File: src/rtl/aud_codec_cfg_seq_if.sv
//============================================================================
// Module : aud_codec_cfg_seq_if
// Desc   : Start/status and I2C pin bundle of the WM8731 configuration
//          sequencer.
// Rev    : 1.0  initial release
//============================================================================
`timescale 1ns/1ps
`default_nettype none

interface aud_codec_cfg_seq_if;
  logic       start;
  logic       aud_scl;
  logic       sda_oe;
  logic       sda_in;
  logic       busy;
  logic       done;
  logic       ack_err;
  logic [3:0] err_idx;

  modport master (
    input  start, sda_in,
    output aud_scl, sda_oe, busy, done, ack_err, err_idx
  );

  modport slave (
    output start, sda_in,
    input  aud_scl, sda_oe, busy, done, ack_err, err_idx
  );
endinterface

`default_nettype wire

File: src/rtl/aud_codec_cfg_seq.sv
//============================================================================
// Module : aud_codec_cfg_seq
// Desc   : Power-up I2C write sequencer for the 10-entry WM8731 register
//          table. Optional macro I2C_RETRY_EN: resend a NACKed word up to 3x.
// Rev    : 1.0  initial release
//============================================================================
`timescale 1ns/1ps
`default_nettype none

module aud_codec_cfg_seq #(
  parameter int         CLK_HZ   = 50000000,
  parameter int         I2C_HZ   = 100000,
  parameter logic [6:0] DEV_ADDR = 7'h1A,
  parameter int         GAP_QTR  = 8
) (
  input  wire logic             clkin_50,
  input  wire logic             rst_n,
  aud_codec_cfg_seq_if.master   bus
);

  localparam int            c_QT       = CLK_HZ / (4 * I2C_HZ);
  localparam int            c_DW       = (c_QT > 1) ? $clog2(c_QT) : 1;
  localparam logic [c_DW-1:0] c_QT_LAST = c_DW'(c_QT - 1);
  localparam int            c_GW       = $clog2(GAP_QTR + 1);
  localparam logic [c_GW-1:0] c_GAP_LAST = c_GW'(GAP_QTR - 1);

  typedef enum logic [2:0] {
    S_IDLE, S_START, S_BITS, S_ACK, S_STOP, S_GAP, S_DONE, S_ERR
  } state_t;

  state_t            r_state;
  logic [c_DW-1:0]   r_div;
  logic [c_GW-1:0]   r_gap;
  logic [1:0]        r_q;
  logic [2:0]        r_bit;
  logic [1:0]        r_byte;
  logic [3:0]        r_idx;
  logic [7:0]        r_shift;
  logic              r_nack;
  logic              r_auto;
  logic              r_scl;
  logic              r_oe;
  logic              r_busy;
  logic              r_done;
  logic              r_err;
  logic [3:0]        r_eidx;
`ifdef I2C_RETRY_EN
  logic [1:0]        r_retry;
`endif

  logic              w_qtick;
  logic              w_run;
  logic [15:0]       w_word;

  function automatic logic [15:0] f_word(input logic [3:0] i_idx);
    case (i_idx)
      4'd0:    f_word = 16'h1E00;
      4'd1:    f_word = 16'h0017;
      4'd2:    f_word = 16'h0217;
      4'd3:    f_word = 16'h0479;
      4'd4:    f_word = 16'h0679;
      4'd5:    f_word = 16'h0812;
      4'd6:    f_word = 16'h0A00;
      4'd7:    f_word = 16'h0C00;
      4'd8:    f_word = 16'h0E02;
      4'd9:    f_word = 16'h1201;
      default: f_word = 16'h0000;
    endcase
  endfunction

  assign w_word  = f_word(r_idx);
  assign w_qtick = (r_div == c_QT_LAST);
  // The reset-time run is launched by the first qtick; later runs by a start pulse.
  assign w_run   = ((r_state == S_IDLE) && ((r_auto && w_qtick) || bus.start)) ||
                   (((r_state == S_DONE) || (r_state == S_ERR)) && bus.start);

  always_ff @(posedge clkin_50 or negedge rst_n) begin
    if (!rst_n) begin
      r_state <= S_IDLE;
      r_div   <= '0;
      r_gap   <= '0;
      r_q     <= 2'd0;
      r_bit   <= 3'd0;
      r_byte  <= 2'd0;
      r_idx   <= 4'd0;
      r_shift <= 8'd0;
      r_nack  <= 1'b0;
      r_auto  <= 1'b1;
      r_scl   <= 1'b1;
      r_oe    <= 1'b0;
      r_busy  <= 1'b0;
      r_done  <= 1'b0;
      r_err   <= 1'b0;
      r_eidx  <= 4'd0;
`ifdef I2C_RETRY_EN
      r_retry <= 2'd0;
`endif
    end else begin
      if (!(r_busy || r_auto) || w_qtick) r_div <= '0;
      else                                r_div <= r_div + c_DW'(1);

      if (w_run) begin
        r_state <= S_START;
        r_busy  <= 1'b1;
        r_done  <= 1'b0;
        r_err   <= 1'b0;
        r_eidx  <= 4'd0;
        r_idx   <= 4'd0;
        r_auto  <= 1'b0;
`ifdef I2C_RETRY_EN
        r_retry <= 2'd0;
`endif
      end else if (w_qtick) begin
        case (r_state)
          S_START: begin
            r_oe    <= 1'b1;
            r_state <= S_BITS;
            r_q     <= 2'd0;
            r_bit   <= 3'd7;
            r_byte  <= 2'd0;
            r_shift <= {DEV_ADDR, 1'b0};
            r_nack  <= 1'b0;
          end
          S_BITS: begin
            r_q <= r_q + 2'd1;
            case (r_q)
              2'd0: begin r_scl <= 1'b0; r_oe <= ~r_shift[7]; end
              2'd1: r_scl <= 1'b1;
              2'd3: begin
                r_scl   <= 1'b0;
                r_shift <= {r_shift[6:0], 1'b0};
                if (r_bit == 3'd0) r_state <= S_ACK;
                else               r_bit   <= r_bit - 3'd1;
              end
              default: ;
            endcase
          end
          S_ACK: begin
            r_q <= r_q + 2'd1;
            case (r_q)
              2'd0: r_oe   <= 1'b0;
              2'd1: r_scl  <= 1'b1;
              2'd2: r_nack <= bus.sda_in;
              default: begin
                r_scl <= 1'b0;
                if (r_nack || (r_byte == 2'd2)) begin
                  r_state <= S_STOP;
                end else begin
                  r_state <= S_BITS;
                  r_byte  <= r_byte + 2'd1;
                  r_bit   <= 3'd7;
                  r_shift <= (r_byte == 2'd0) ? w_word[15:8] : w_word[7:0];
                end
              end
            endcase
          end
          S_STOP: begin
            r_q <= r_q + 2'd1;
            case (r_q)
              2'd0: r_oe  <= 1'b1;
              2'd1: r_scl <= 1'b1;
              2'd2: r_oe  <= 1'b0;
              default: begin
                r_gap <= '0;
                if (r_nack) begin
`ifdef I2C_RETRY_EN
                  if (r_retry == 2'd3) begin
                    r_state <= S_ERR;
                    r_err   <= 1'b1;
                    r_eidx  <= r_idx;
                    r_busy  <= 1'b0;
                  end else begin
                    r_retry <= r_retry + 2'd1;
                    r_state <= S_GAP;
                  end
`else
                  r_state <= S_ERR;
                  r_err   <= 1'b1;
                  r_eidx  <= r_idx;
                  r_busy  <= 1'b0;
`endif
                end else begin
                  r_state <= S_GAP;
                end
              end
            endcase
          end
          S_GAP: begin
            if (r_gap == c_GAP_LAST) begin
              // r_nack still set here means this gap precedes a resend.
              if (r_nack) begin
                r_state <= S_START;
              end else if (r_idx == 4'd9) begin
                r_state <= S_DONE;
                r_done  <= 1'b1;
                r_busy  <= 1'b0;
              end else begin
                r_idx   <= r_idx + 4'd1;
                r_state <= S_START;
`ifdef I2C_RETRY_EN
                r_retry <= 2'd0;
`endif
              end
            end else begin
              r_gap <= r_gap + c_GW'(1);
            end
          end
          default: ;
        endcase
      end
    end
  end

  assign bus.aud_scl = r_scl;
  assign bus.sda_oe  = r_oe;
  assign bus.busy    = r_busy;
  assign bus.done    = r_done;
  assign bus.ack_err = r_err;
  assign bus.err_idx = r_eidx;

endmodule

`default_nettype wire

File: src/flat_wrapper.sv
// flat-port wrapper written by rule: the top's interface ports become plain ports
module aud_codec_cfg_seq_flat 
#(
  parameter int         CLK_HZ   = 50000000,
  parameter int         I2C_HZ   = 100000,
  parameter logic [6:0] DEV_ADDR = 7'h1A,
  parameter int         GAP_QTR  = 8
)
  (clkin_50, rst_n, bus_start, bus_sda_in, bus_aud_scl, bus_sda_oe, bus_busy, bus_done, bus_ack_err, bus_err_idx);
  aud_codec_cfg_seq_if bus_i ();
  input  wire logic clkin_50;
  input  wire logic rst_n;
  input wire logic [$bits(bus_i.start)-1:0] bus_start;
  input wire logic [$bits(bus_i.sda_in)-1:0] bus_sda_in;
  output wire logic [$bits(bus_i.aud_scl)-1:0] bus_aud_scl;
  output wire logic [$bits(bus_i.sda_oe)-1:0] bus_sda_oe;
  output wire logic [$bits(bus_i.busy)-1:0] bus_busy;
  output wire logic [$bits(bus_i.done)-1:0] bus_done;
  output wire logic [$bits(bus_i.ack_err)-1:0] bus_ack_err;
  output wire logic [$bits(bus_i.err_idx)-1:0] bus_err_idx;
  assign bus_i.start = bus_start;
  assign bus_i.sda_in = bus_sda_in;
  assign bus_aud_scl = bus_i.aud_scl;
  assign bus_sda_oe = bus_i.sda_oe;
  assign bus_busy = bus_i.busy;
  assign bus_done = bus_i.done;
  assign bus_ack_err = bus_i.ack_err;
  assign bus_err_idx = bus_i.err_idx;
  aud_codec_cfg_seq #(.CLK_HZ(CLK_HZ), .I2C_HZ(I2C_HZ), .DEV_ADDR(DEV_ADDR), .GAP_QTR(GAP_QTR)) u_core (.clkin_50(clkin_50), .rst_n(rst_n), .bus(bus_i));
endmodule
File: config.mk
export PLATFORM = sky130hd
export DESIGN_NAME = aud_codec_cfg_seq_flat
export DESIGN_NICKNAME = d
export VERILOG_FILES = /design/src/rtl/aud_codec_cfg_seq_if.sv /design/src/rtl/aud_codec_cfg_seq.sv /design/src/flat_wrapper.sv
export SDC_FILE = /design/constraint.sdc
export NUM_CORES = 1
export LEC_CHECK = 0
export CAP_MARGIN = 20
export CORE_UTILIZATION = 47
export DETAILED_ROUTE_END_ITERATION = 8
export GPL_TIMING_DRIVEN = 0
export PLACE_DENSITY_LB_ADDON = 0.12
export SLEW_MARGIN = 25
export SYNTH_ARGS = -nofsm -noshare
export SYNTH_HDL_FRONTEND = slang
export SYNTH_SLANG_ARGS = --single-unit
File: constraint.sdc
create_clock -name clkin_50 -period 2.4 [get_ports clkin_50]
set_input_delay 0.36 -clock clkin_50 [delete_from_list [all_inputs] [get_ports clkin_50]]
set_output_delay 0.36 -clock clkin_50 [all_outputs]
set_load 0.01 [all_outputs]
Word-level counts from Yosys, hierarchy flattened
Memory sizes are Yosys's and may differ from the RTL's.
Index checks and enable logic that the tools add are counted.

storage, ports and cells
  input port bits = 4
  memories = 1
  logic and storage cells = 178
  output and inout bits = 9
  bits in read-only memories = 176
  register bits = 44

memory list
  memory           words  width  rd ports  clocked after memory_dff  wr ports  RTL line                 source
  (no name shown)  16     11     1         0                         0         aud_codec_cfg_seq.sv:56  case (i_idx)

operators by class
  multiplexer cells = 70
  eq/ne operators = 38
  $add $sub $neg = 6
  bitwise operators = 2
  reduce and logical (&&, ||, !) cells = 45

operators by type and width
  operator                                                         count
  4-bit 2-to-1 mux                                                 13
  3-bit 2-to-1 mux                                                 14
  8-bit 2-to-1 mux                                                 4
  8-bit one-hot mux with 3 select lines                            1
  1-bit 2-to-1 mux                                                 22
  7-bit AND reduction                                              3
  5-bit AND reduction                                              4
  3-bit by 1-bit != test with 1-bit output, second input constant  6
  6-bit AND reduction                                              3
  2-bit nonzero test                                               9
  3-bit one-hot mux with 5 select lines                            1
  2-bit by 1-bit != test with 1-bit output, second input constant  7
  2-bit != test, second input constant                             7
  3-bit == test, second input constant                             4
  1-bit one-hot mux with 2 select lines                            5
  3-bit by 2-bit != test with 1-bit output, second input constant  3
  3-bit one-hot mux with 3 select lines                            1
  3-bit nonzero test                                               3
  4-bit by 1-bit adder with 4-bit output, second input constant    2
  2-bit one-hot mux with 2 select lines                            2
  4-bit one-hot mux with 2 select lines                            1
  4-bit AND reduction                                              2
  7-bit by 1-bit adder with 7-bit output, second input constant    1
  7-bit == test, second input constant                             1
  other kinds (24)                                                 42

Logic depth before layout (Yosys ltp)
Gate-level depths: netlist of run 1.

  depth in word-level cells = 7
  gate-level depth with buffers = 8
  mapped depth without buffers = 7

Worst setup path before layout of run 1
No wires, ideal clock.

  kind = reg-to-reg
  start point = register u_core.r_idx[1]
  end point = register u_core.r_shift[1]
  period minus slack after synthesis = 1.748 ns
  stages on the path, launching flop included = 9
  data required time = 2.304 ns
  library setup time = 0.096 ns
  data arrival time = 1.652 ns
  path buffers = 1
  path slack = 0.652 ns
  cell sequence = dfrtp_1 inv_1 ha_1 clkbuf_1 nor3_1 a211o_1 a311oi_1 a21oi_1 o31ai_1

between the ends
  cells in the longest elaborated chain, start to end = 5

ends and longest elaborated chain
  what                                   RTL line                  source
  start: declaration                     aud_codec_cfg_seq.sv:37   logic [3:0] r_idx;
  start signal: assignment               aud_codec_cfg_seq.sv:198  r_idx <= r_idx + 4'd1;
  memory 16 x 11 bit                     n/a
  8-bit 2-to-1 mux                       aud_codec_cfg_seq.sv:152  r_shift <= (r_byte == 2'd0) ? w_word[15:8] : w_word[7:0];
  8-bit 2-to-1 mux                       aud_codec_cfg_seq.sv:146  if (r_nack || (r_byte == 2'd2)) begin
  8-bit 2-to-1 mux                       aud_codec_cfg_seq.sv:140  case (r_q)
  8-bit one-hot mux with 3 select lines  aud_codec_cfg_seq.sv:114  case (r_state)
  end signal: assignment                 aud_codec_cfg_seq.sv:121  r_shift <= {DEV_ADDR, 1'b0};
  end signal: assignment                 aud_codec_cfg_seq.sv:131  r_shift <= {r_shift[6:0], 1'b0};
  end signal: assignment                 aud_codec_cfg_seq.sv:152
  end: declaration                       aud_codec_cfg_seq.sv:38   logic [7:0] r_shift;

Every way passes these cells. The select of a mux whose other input is x is not followed.
A chain may end at the register's enable or synchronous reset.

Worst setup path in the final report of run 1
Ends and elaborated chain as after synthesis.

==> results of run 1 <==
==> registers in the layout, summed over array words and instances (netlist names) <==
name / flops
u_core.r_idx: 4
u_core.r_shift: 8
u_core.bus.done: 1
u_core.bus.sda_oe: 1
u_core.r_q: 2
u_core.bus.aud_scl: 1
u_core.r_div: 7
u_core.r_byte: 2
u_core.r_bit: 3
u_core.r_state: 3
u_core.r_auto: 1
u_core.bus.ack_err: 1
u_core.r_gap: 4
u_core.r_nack: 1
u_core.bus.busy: 1
u_core.bus.err_idx: 4
==> Yosys cell counts (2+ instances only) <==
cell / number
nand3_1: 12
a221oi_1: 2
o2bb2ai_1: 2
a211oi_1: 2
a21o_1: 5
or2_2: 2
xnor2_1: 2
nor2_1: 22
a31oi_1: 8
a22o_1: 2
a21oi_1: 16
xor2_1: 4
o21ai_0: 17
o21ai_2: 3
clkbuf_1: 6
nand2_1: 32
nand2b_1: 5
nor3_1: 5
nand3_2: 5
o21ai_1: 2
mux2_2: 3
o21a_1: 4
nor2b_1: 6
nand3b_1: 2
dfstp_2: 2
ha_1: 16
and2_1: 3
o22ai_1: 2
nand4_1: 2
inv_1: 17
a211o_1: 2
buf_2: 6
dfrtp_1: 42
==> placed cells by master, fill, tap and decap left out, drive strengths merged, types with 6 or more instances in the layout <==
| cell | n |
|---|---|
| a21oi | 16 |
| a31oi | 8 |
| buf | 10 |
| clkbuf | 11 |
| clkdlybuf4s50 | 11 |
| dfrtp | 42 |
| ha | 16 |
| inv | 17 |
| nand2 | 32 |
| nand3 | 18 |
| nor2 | 24 |
| nor2b | 6 |
| nor3 | 6 |
| o21ai | 22 |
==> kinds of logic (layout without fill, tap and decap cells) <==
| kind of cell | Yosys count | count (layout) |
|---|---|---|
| fa+ha+maj | 16 | 16 |
| flops | 44 | 44 |
| buf+inv | 31 | 52 |
| simple gates | 114 | 114 |
| mux | 4 | 4 |
| xor+xnor | 6 | 6 |
| compound gates | 85 | 85 |
==> final cells by class <==
type | instances | area [µm²]
Fill cell | 511 | 2504
Multi-Input combinational cell | 225 | 1587
Sequential cell | 44 | 1104
Timing Repair Buffer | 13 | 135.1
Tap cell | 72 | 90.09
Buffer | 14 | 71.32
Clock buffer | 5 | 68.82
Inverter | 17 | 63.81
Clock inverter | 3 | 18.77
==> metal layers <==
layer	part of all wire, %	GRT usage [%]	routed length, µm	vias to the layer above
met5	0	0	0	-
met4	1.2	6.545	73	0
met3	2.1	3.771	128	6
met2	46	33.59	2720	24
met1	51	30.79	3047	1043
li1	-	-	-	1114
==> metrics by stage <==
stage | hold WS (ns) | util, % | power (mW) | instances
after detailed placement | 0.3383 | 54.07 | 0.7806 | 385
final | -0.01118 | 55.62 | 1.249 | 393
after global routing | 0.01157 | 55.62 | 1.296 | 393
after CTS | 0.001680 | 55.62 | 1.260 | 393
after floorplan | 0.06441 | - | 0.7561 | 300
after global placement | 0.4529 | 53.80 | 0.7771 | 384
==> report_power, final <==
part           switching [mW]  leakage, nW  internal, mW  total [mW]
logic                  0.0164        0.782       0.00697      0.0234
registers                   0        0.530         0.741       0.741
clock network           0.281       0.0479         0.204       0.485
==> worst paths after layout <==
check | cells past startpoint | end
min | 1 | u_core.bus.err_idx[0]$_DFFE_PN0P_
min reg2reg | 1 | u_core.r_byte[0]$_DFFE_PN0P_
max in group asynchronous | 2 | u_core.r_auto$_DFFE_PN1P_
min in group clkin_50 | 1 | u_core.r_byte[0]$_DFFE_PN0P_
max | 8 | u_core.r_shift[1]$_DFFE_PN0P_
max reg2reg | 8 | u_core.r_shift[1]$_DFFE_PN0P_
==> out/results.ini, run 1 <==
[status]
run_status=finished, violations left
failing_checks=negative hold slack

[critical_path]
critical_path.startpoint=u_core.r_idx[1]$_DFFE_PN0P_
crit_path_top_delay_cell=dfrtp_1
required_ns=2.61
r2r-start=u_core.r_idx[1]$_DFFE_PN0P_
critPathLaunchType=register
slowest_delay_ns=0.46
worst_ep_arrival_time_ns=2.28
critical_path.max_fanout=9
crit_path_end_kind=register
ff2ff_setup_slack_ns=0.33
timing_worst_setup_path_type=reg2reg
critical_path.cell_chain=inv_1 > ha_1 > clkbuf_1 > nor3_1 > a211o_1 > a311oi_1 > a21oi_1 > o31ai_1
cp_num_buf_inv=2
cp_top_family=compound AO/OA/AOI/OAI gates

[synthesis]
ys.warnings.count=0
most_area_consuming_cells_after_synthesis=dfrtp_1, ha_1, nand2_1
synth.net_count=320
synth_top_family_by_area=simple AND/OR/NAND/NOR gates
synth.largest_area_cell=dfrtp_1
synth_area_per_cell_um2=9.417
post_synth_num_cell_types=72
ys_seq_elements=44
synth-compound-area-share_pct=21.74
number_of_enable_flip_flop_cells_after_synthesis=0
synth_xor_area_share_pct=1.860
simple_gate_fraction_of_synth_area_pct=23.91
proportion_of_synthesized_chip_area_in_sequential_cells_pct=39.06
synth_cells=300
yosysTopAreaCellShare_pct=37.20
synth_mux_area_share_pct=1.550
synth_flop_cell=dfrtp_1
yosys.area_share.adder_pct=7.086
synthesis.area_um2=2825
synth-async-reset-ratio_pct=100.0

[clock_tree]
path_clk_slew_ns=0.09
cts-buffers-inserted=5
cts_max_level=2
postCtsSetupBuffers=0
cts_root_buffer=clkbuf_8
resized_gates_after_cts=0
clock_latency_ns=0.31
ctsLongestPathBuffers=2
hold_buffers=0
tritoncts_clock_tree=yes
cts.sinks=44

[timing]
final_critical_path_setup_slack_ns=0.3301
final.setup_skew_ns=0.007344
tns_ns=0
final_hold_viol_count=15
finalSetupViolCount=0
min_tclk_post_route_ns=2.070
relSlewSlack_pct=61.73
setup_repair_after_global_routing_missed_its_margin=false
worst_pin_slew_ns=0.5720
fmax_ghz=0.4831
final_max_slew_viol_count=0
hold_ws_ns=-0.01118
post-route-period-util_pct=86.24

[floorplanning]
die-width_um=79.53
pin_count=13
fp.dieArea_um2=6325
starting_density_of_the_core_pct=50.08
floorplan.die.height_um=79.53
rows=27
floorplan.core_area_um2=5642

[global_route]
grt_usage_pct=21.73
grt_pass1_wl_um=10490
via_count_of_the_first_global_routing_pass=2123
number_of_antenna_violations_at_the_first_check_in_global_routing=0
grt-ovfl-total=0
pin_count_of_the_biggest_net_entering_global_routing=28

[worst_hold_path]
hold_class=in2async

[routing]
detailedRoute.firstPassIterationCount=4
viasPerCell=5.565
drc=0
dr_total_vias=2187
route.antenna.remaining_nets=0
initial_detailed_routing_violation_count=70
detail_route.wl_per_cell_um=15.19
wirelength_um=5969

[finish]
final_area_um2=3138
antenna_cells_inserted=0
syn2layout_area_growth_pct=11.07
fraction_of_layout_cells_with_a_size_suffix_above_1_pct=16.51
finish.net_count=340

[placement]
place_area_um2=3050
place.port_buffers=12
detailed_place_hpwl_um=4372
routabilityCongestion=0.8795
placement.setup.worst_slack_ns=0.3277

[power]
power.ir.vdd_worst_uv=210.4
total_leakage_power_nw=1.360
power_density_nw_per_um2=397.9

[flow_run]
number_of_violations_of_the_max_capacitance_limit=0

Power figures use the tool's default switching activity.
==> inputs of run 2 (changes only) <==
--- a/config.mk
+++ b/config.mk
@@ -6,6 +6,7 @@
 export NUM_CORES = 1
 export LEC_CHECK = 0
 export CAP_MARGIN = 20
+export CORE_MARGIN = 2
 export CORE_UTILIZATION = 47
 export DETAILED_ROUTE_END_ITERATION = 8
 export GPL_TIMING_DRIVEN = 0
==> run 2 against run 1 <==
- the flow now finishes without violations
- critical path type unchanged
- sequential power is essentially flat
- wire length increased by 2.8%
- largest cell class unchanged
- cell area increased by 0.36%
- non-clock buffer count unchanged
- fmax grew 0.41%
- first-iteration DRC count increased by 4.3%
- register-to-register slack hardly changed
==> out/results.ini, run 2 (synthesis gave the netlist of run 1 again) <==
[critical_path]
critical_path.max_fanout=9
worst_ep_arrival_time_ns=2.28
critical_path.cell_chain=inv_1 > ha_1 > clkbuf_1 > nor3_1 > a211o_1 > a311oi_1 > a21oi_1 > o31ai_1
crit_path_top_delay_cell=dfrtp_1
cp_top_family=compound AO/OA/AOI/OAI gates
required_ns=2.61
timing_worst_setup_path_type=reg2reg
crit_path_end_kind=register
ff2ff_setup_slack_ns=0.34
cp_num_buf_inv=2
slowest_delay_ns=0.47
critPathLaunchType=register

[clock_tree]
path_clk_slew_ns=0.09
resized_gates_after_cts=0
cts.sinks=44
hold_buffers=0
cts_max_level=2
tritoncts_clock_tree=yes
ctsLongestPathBuffers=2
cts_root_buffer=clkbuf_8
clock_latency_ns=0.30
postCtsSetupBuffers=0
cts-buffers-inserted=5

[placement]
detailed_place_hpwl_um=4481
routabilityCongestion=0.8280
placement.setup.worst_slack_ns=0.3536
dp.cells=388
place_area_um2=3062
place.port_buffers=12

[floorplanning]
rows=28
pin_count=13
fp.dieArea_um2=6647
floorplan.die.height_um=81.53
die-width_um=81.53
starting_density_of_the_core_pct=48.29
floorplan.core_area_um2=5851

[power]
clock_power_share_pct=38.6
share_seq_of_total_power_pct=59.4
sw_frac_of_total_pct=23.66
p_sw_mw=0.2952
int_power_mw=0.9527
power.ir.vdd_worst_uv=241.8
power_density_nw_per_um2=396.2
total_leakage_power_nw=1.363
pwr-share-comb_pct=2.0

[finish]
regMostFlops=u_core.r_shift
post_layout_nonfiller_instances=396
top_regs=u_core.r_shift x8, u_core.r_div x7
max_reg_flops=8
fraction_of_layout_cells_with_a_size_suffix_above_1_pct=16.51
final_area_um2=3149
antenna_cells_inserted=0
most_frequent_cells_in_the_layout=dfrtp_1, nand2_1, nor2_1
final_standard_cell_utilization_of_the_core_pct=53.83
finish.net_count=340
syn2layout_area_growth_pct=11.47
final_common_cell=dfrtp_1

[timing]
setup_repair_after_global_routing_missed_its_margin=false
min_tclk_post_route_ns=2.061
final.setup_skew_ns=0.008068
post-route-period-util_pct=85.89
final_critical_path_setup_slack_ns=0.3386
final_max_slew_viol_count=0
relSlewSlack_pct=58.53
tns_ns=0
finalSetupViolCount=0
final_hold_viol_count=0
worst_pin_slew_ns=0.6221
fmax_ghz=0.4851

[routing]
route.antenna.remaining_nets=0
drc=0
highest_layer=met4
detailedRoute.firstPassIterationCount=5
initial_detailed_routing_violation_count=73
viasPerCell=5.604
dr_total_vias=2219
detail_route.wirelength.met1_um=3036
detailroute.wirelength.met2_um=2901
wirelength_um=6136
wl_met3_um=127
detail_route.wl_per_cell_um=15.49

[global_route]
number_of_antenna_violations_at_the_first_check_in_global_routing=0
pin_count_of_the_biggest_net_entering_global_routing=26
grt-ovfl-total=0
via_count_of_the_first_global_routing_pass=2182
grt_usage_pct=20.94
grt_pass1_wl_um=10600

[status]
run_status=completed

[flow_run]
number_of_violations_of_the_max_capacitance_limit=0

[worst_hold_path]
hold_class=in2async

run 2: cell counts in the layout (fill, tap and decap cells not counted):
No cell type changed its count.
run 2: path summary, 6_finish.rpt:
check	endpoint	from	cells past startpoint
max in group asynchronous	u_core.r_auto$_DFFE_PN1P_	rst_n	2
min	u_core.bus.err_idx[1]$_DFFE_PN0P_	rst_n	1
min reg2reg	u_core.r_byte[0]$_DFFE_PN0P_	u_core.r_byte[0]$_DFFE_PN0P_	1
max	u_core.r_shift[1]$_DFFE_PN0P_	u_core.r_idx[0]$_DFFE_PN0P_	8
max reg2reg	u_core.r_shift[1]$_DFFE_PN0P_	u_core.r_idx[0]$_DFFE_PN0P_	8
min in group clkin_50	u_core.r_byte[0]$_DFFE_PN0P_	u_core.r_byte[0]$_DFFE_PN0P_	1
run 2: metrics by stage:
stage	power (mW)	hold slack, ns
after floorplan	0.7561	0.06441
after global placement	0.7773	0.4541
after detailed placement	0.7818	0.4162
after CTS	1.257	0.08268
after global routing	1.292	0.1021
final	1.248	0.05967
run 2: power by group through the flow:
stage,combinational [mW],clock (mW),sequential (mW)
6_report,0.0249,0.482,0.741
3_5_place_dp,0.0264,0,0.755
5_1_grt,0.0291,0.522,0.741
3_3_place_gp,0.0217,0,0.756
2_1_floorplan,0.000466,0,0.756
4_1_cts,0.0264,0.490,0.741
run 2: area by class of cell:
type,instances,area (µm²)
Buffer,14,71.32
Clock buffer,5,68.82
Clock inverter,3,18.77
Fill cell,549,2701
Inverter,17,63.81
Multi-Input combinational cell,225,1587
Sequential cell,44,1104
Tap cell,75,93.84
Timing Repair Buffer,13,142.6
run 2: layer usage:
| layer | vias to the layer above | track usage [%] |
|---|---|---|
| met4 | 0 | 6.610 |
| li1 | 1113 | - |
| met2 | 19 | 33.44 |
| met5 | - | 0 |
| met1 | 1081 | 28.98 |
| met3 | 6 | 3.516 |
